==> config.mk <==
export PLATFORM = sky130hd
export DESIGN_NAME = mem_access_unit
export DESIGN_NICKNAME = d
export VERILOG_FILES = /design/src/rtl/mem_access_unit.sv
export SDC_FILE = /design/constraint.sdc
export NUM_CORES = 1
export LEC_CHECK = 0
export CORE_ASPECT_RATIO = 1.75
export CORE_UTILIZATION = 44
export DETAILED_ROUTE_END_ITERATION = 8
export PLACE_DENSITY_LB_ADDON = 0.25
export REMOVE_ABC_BUFFERS = 1
export SLEW_MARGIN = 20
export SYNTH_ARGS = -nofsm -noshare
export SYNTH_HDL_FRONTEND = slang
export SYNTH_SLANG_ARGS = --single-unit
==> constraint.sdc <==
create_clock -name clk -period 2.4 [get_ports clk]
set_clock_uncertainty 0.2 [all_clocks]
set_input_delay 0.36 -clock clk [delete_from_list [all_inputs] [get_ports clk]]
set_output_delay 0.36 -clock clk [all_outputs]
set_load 0.03 [all_outputs]
==> src/rtl/mem_access_unit.sv <==
// Load/store unit between a core request port and a word-wide data memory.
// Sub-word stores are done as read-modify-write; sub-word loads are extended here.
module mem_access_unit #(
    parameter int ADDR_W = 32
) (
    input  logic              clk,
    input  logic              rst,
    input  logic              req_valid,
    output logic              req_ready,
    input  logic              req_we,
    input  logic [2:0]        req_funct3,
    input  logic [ADDR_W-1:0] req_addr,
    input  logic [31:0]       req_wdata,
    output logic              resp_valid,
    output logic [31:0]       resp_rdata,
    output logic              resp_err,
    output logic              mem_wr_en,
    output logic [ADDR_W-1:0] mem_addr,
    output logic [31:0]       mem_write_data,
    input  logic [31:0]       mem_read_data
);

    typedef enum logic [2:0] {IDLE, LOAD, STORE, RMW_RD, RMW_WR, RESP} state_t;

    state_t      state;
    logic [2:0]  funct3_q;
    logic [1:0]  off_q;
    logic [15:0] wdata_q;
    logic        resp_valid_q;
    logic        resp_err_q;
    logic        wr_en_q;
    logic [31:0] write_data_q;

    function automatic logic is_err(input logic we, input logic [2:0] f3, input logic [1:0] off);
        logic e;
        e = 1'b1;
        case (f3)
            3'b000:  e = 1'b0;
            3'b001:  e = off[0];
            3'b010:  e = |off;
            3'b100:  e = we;
            3'b101:  e = we | off[0];
            default: e = 1'b1;
        endcase
        return e;
    endfunction

    function automatic logic [31:0] load_ext(input logic [31:0] word, input logic [1:0] off,
                                             input logic [2:0] f3);
        logic signed [7:0]  b;
        logic signed [15:0] h;
        logic [31:0]        r;
        case (off)
            2'd0:    b = word[7:0];
            2'd1:    b = word[15:8];
            2'd2:    b = word[23:16];
            default: b = word[31:24];
        endcase
        h = off[1] ? word[31:16] : word[15:0];
        case (f3)
            3'b000:  r = 32'(b);
            3'b001:  r = 32'(h);
            3'b100:  r = {24'b0, b};
            3'b101:  r = {16'b0, h};
            default: r = word;
        endcase
        return r;
    endfunction

    // Replace only the addressed byte/halfword; the rest of the word is kept.
    function automatic logic [31:0] store_merge(input logic [31:0] word, input logic [15:0] data,
                                                input logic [1:0] off, input logic [2:0] f3);
        logic [31:0] r;
        r = word;
        if (f3 == 3'b000) begin
            case (off)
                2'd0:    r[7:0]   = data[7:0];
                2'd1:    r[15:8]  = data[7:0];
                2'd2:    r[23:16] = data[7:0];
                default: r[31:24] = data[7:0];
            endcase
        end else if (off[1]) begin
            r[31:16] = data;
        end else begin
            r[15:0] = data;
        end
        return r;
    endfunction

    always_ff @(posedge clk) begin
        if (rst) begin
            state        <= IDLE;
            req_ready    <= 1'b1;
            resp_valid_q <= 1'b0;
            resp_err_q   <= 1'b0;
            resp_rdata   <= '0;
            wr_en_q      <= 1'b0;
            write_data_q <= '0;
            mem_addr     <= '0;
            funct3_q     <= '0;
            off_q        <= '0;
            wdata_q      <= '0;
        end else begin
            resp_valid_q <= 1'b0;
            resp_err_q   <= 1'b0;
            resp_rdata   <= '0;
            wr_en_q      <= 1'b0;
            write_data_q <= '0;
            case (state)
                IDLE: begin
                    if (req_valid && req_ready) begin
                        funct3_q  <= req_funct3;
                        off_q     <= req_addr[1:0];
                        wdata_q   <= req_wdata[15:0];
                        mem_addr  <= {req_addr[ADDR_W-1:2], 2'b00};
                        req_ready <= 1'b0;
                        if (is_err(req_we, req_funct3, req_addr[1:0])) begin
                            state        <= RESP;
                            resp_valid_q <= 1'b1;
                            resp_err_q   <= 1'b1;
                        end else if (!req_we) begin
                            state <= LOAD;
                        end else if (req_funct3 == 3'b010) begin
                            state        <= STORE;
                            wr_en_q      <= 1'b1;
                            write_data_q <= req_wdata;
                        end else begin
                            state <= RMW_RD;
                        end
                    end
                end
                LOAD: begin
                    state        <= RESP;
                    resp_valid_q <= 1'b1;
                    resp_rdata   <= load_ext(mem_read_data, off_q, funct3_q);
                end
                STORE: begin
                    state        <= RESP;
                    resp_valid_q <= 1'b1;
                end
                RMW_RD: begin
                    state        <= RMW_WR;
                    wr_en_q      <= 1'b1;
                    write_data_q <= store_merge(mem_read_data, wdata_q, off_q, funct3_q);
                end
                RMW_WR: begin
                    state        <= RESP;
                    resp_valid_q <= 1'b1;
                end
                RESP: begin
                    state     <= IDLE;
                    req_ready <= 1'b1;
                end
                default: begin
                    state     <= IDLE;
                    req_ready <= 1'b1;
                end
            endcase
        end
    end

    // Reset must suppress a write or response already registered for this cycle.
    assign mem_wr_en      = wr_en_q & ~rst;
    assign mem_write_data = mem_wr_en ? write_data_q : 32'b0;
    assign resp_valid     = resp_valid_q & ~rst;
    assign resp_err       = resp_err_q & ~rst;

endmodule

==> reports/qor.csv <==
metric,value,unit
grt_remaining_overflow,0,
detail_route.drc_violations,0,
max_slew_violation_count,0,
detail_route.vias_per_cell,5.57,
grt_first_pass_wirelength,27.0,mm
ys_seq_elements,122,
drt_pre_antenna_iters,5,
power_density,744,nW/um^2
ctsHoldBuffers,0,
synth-seq-area-share,0.475,
clkLatencyLatePin,420,ps
ir_worst_vdd,571,uV
clock_sink_count,122,
async_flop_share,0,
die_x,83.7,um
cts_resized,0,
antenna-diode-count,0,
place_inst,943,
io_pins,203,
max_stage_delay,680,ps
grt_pass1_vias,5498,
routed_wire_length_per_instance,17.2,um
fin_ws,318,ps
yosys.area.top_type,dfxtp_1,
synth.lib_cells_used.distinct,45,
yosysTopAreaCellShare,0.475,
postPlaceCellArea,7420,sq um
clk_root_buffer_cell,clkbuf_16,
grt_antenna_before_repair,0,
clk_path_buf_depth,2,
antenna_violating_nets_post_route,0,
critical_path_required,1840,ps
synth_area,5140,sq um
final_util,0.714,
place_congestion,0.899,
synth_edf_count,0,
synth.yosys.warnings,0,
final-setup-viol-count,0,
rows,51,
cts_inserted_buffers,17,
design.core.area,11200,sq um
avg_synthesized_cell_area,8.09,sq um
worst_setup_hold_path_clk_slew,60,ps
timing_hold_violations_final,0,
timing.final.crit_period,2080,ps
finalCritPeriodShare,0.868,
critPathSlowestCell,clkdlybuf4s50_1,
p_leak,0.00292,uW
timing.fmax,0.480,GHz
largest_net_degree_at_the_start_of_global_routing,41,
worst_setup_path_end_kind,primary output,
crit_type,reg -> out,
totalWireLength,16.8,mm
synth.top_cells.by_area,"dfxtp_1 47%, nand2_1 11%, a21oi_1 7.0%",
worst_setup_path_start_kind,flop,
max_h_tree_level,4,
synth_top_flop_cell,dfxtp_1,
post-place-ws,179,ps
total_non_filler_cell_area_in_the_finished_layout,8010,sq um
path_delay_family,buffers and inverters,
worst_endpoint_data_arrival_time,1520,ps
max-cap-violations,0,
cell_chain_critical_path,"nor2b_1, clkdlybuf4s50_1",
area_overhead_of_the_layout_relative_to_synthesis,55.8,%
rsz_0062_raised_after_global_routing,false,
overall_die_area,12100,sq um
port_buffers,200,
hp-class,in -> reg,
setup_total_negative_slack,0,ps
vias,5430,
dp_hpwl,12.4,mm
finalNonFillerCells,975,
initial_utilization,0.458,
slew_headroom,0.561,
path_buf_inv,1,
post_route_cells_drive_above_1_share,0.136,
tritoncts,yes,
grt.total_usage,0.280,
critical_path.max_fanout,1,
postSynthCellCount,636,
initial_drc_count,340,
tightestPinTransition,658,ps
final_nets,933,
status,finished clean,
cts.repair_timing.setup_buffer_count,0,
die_h,145,um
==> layer usage <==
metal,GRT usage,share of wire,vias to the layer above,wire (um)
met5,0,0,-,0
met4,0.190,0.055,0,927
met3,0.0637,0.070,58,1170
met2,0.491,0.52,290,8720
met1,0.290,0.36,2496,5980
li1,-,-,2586,-
==> path summary, 6_finish.rpt <==
check	cells past startpoint	slack (ps)	startpoint	to
setup / recovery	2	320	resp_err_q$_SDFF_PP0_	resp_err
hold / removal	2	150	rst	wdata_q[3]$_SDFFE_PP0P_
setup reg to reg	3	360	state[2]$_SDFFE_PP0P_	resp_rdata[12]$_SDFF_PP0_
hold reg to reg	2	250	mem_addr[28]$_SDFFE_PP0P_	mem_addr[28]$_SDFFE_PP0P_
==> where the power goes <==
group | internal, uW | switching, uW | leakage [uW]
clock | 1590 | 949 | 0.000274
combinational | 506 | 668 | 0.00166
sequential | 2150 | 98.8 | 0.000991
==> flip-flops by register name (all words and copies together), names as in the netlist <==
register / flops
resp_rdata: 32
write_data_q: 32
mem_addr: 30
wdata_q: 16
funct3_q: 3
state: 3
off_q: 2
req_ready: 1
resp_err_q: 1
resp_valid_q: 1
wr_en_q: 1
==> kinds of logic (layout without fill, tap and decap cells) <==
kind of cell    count (synthesis)  count (layout)  share of synthesized area
simple gates                  263             263                      0.237
compound gates                172             172                      0.209
flops                         122             122                      0.475
buf+inv                        69             275                     0.0564
mux                             8               8                     0.0197
other cells                     1               2                   0.000729
xor+xnor                        1               1                    0.00170
==> synth_stat cells, types with 10 or more instances <==
cell type  count
o2bb2ai_1     15
dfxtp_1      122
o22ai_1       16
nand2_1      149
inv_1         17
a21oi_1       72
nand3_1       32
nor2_1        22
and2_1        33
o21ai_0       18
a31oi_1       24
a221oi_1      10
clkbuf_1      43
==> cells in the final DEF, fill, tap and decap left out, types with 3 or more instances in the layout <==
master,n
a21oi_1,72
a221oi_1,10
a31oi_1,24
and2_1,33
buf_12,17
buf_4,42
clkbuf_16,17
clkdlybuf4s50_1,166
clkinv_4,3
clkinvlp_4,6
dfxtp_1,122
inv_1,17
mux2_2,7
nand2_1,149
nand2b_1,5
nand3_1,32
nor2_1,21
nor2b_1,4
o211ai_1,3
o21ai_0,18
o221a_2,7
o22ai_1,16
o2bb2ai_1,15
or2_2,3
==> layout make-up <==
| cell class | instances | area, sq um |
|---|---|---|
| tap | 132 | 165 |
| clock inverter | 13 | 145 |
| multi-input combinational | 446 | 2420 |
| timing repair buffer | 226 | 2320 |
| fill | 884 | 3220 |
| sequential | 122 | 2440 |
| clock buffer | 19 | 453 |
| inverter | 17 | 63.8 |
==> stage by stage <==
stage	total power (uW)	hold WS [ps]
2_1_floorplan	2850	229
3_3_place_gp	3420	241
3_5_place_dp	3460	245
4_1_cts	5980	137
5_1_grt	6180	174
6_report	5960	150
(Power assumes the default switching activity.)
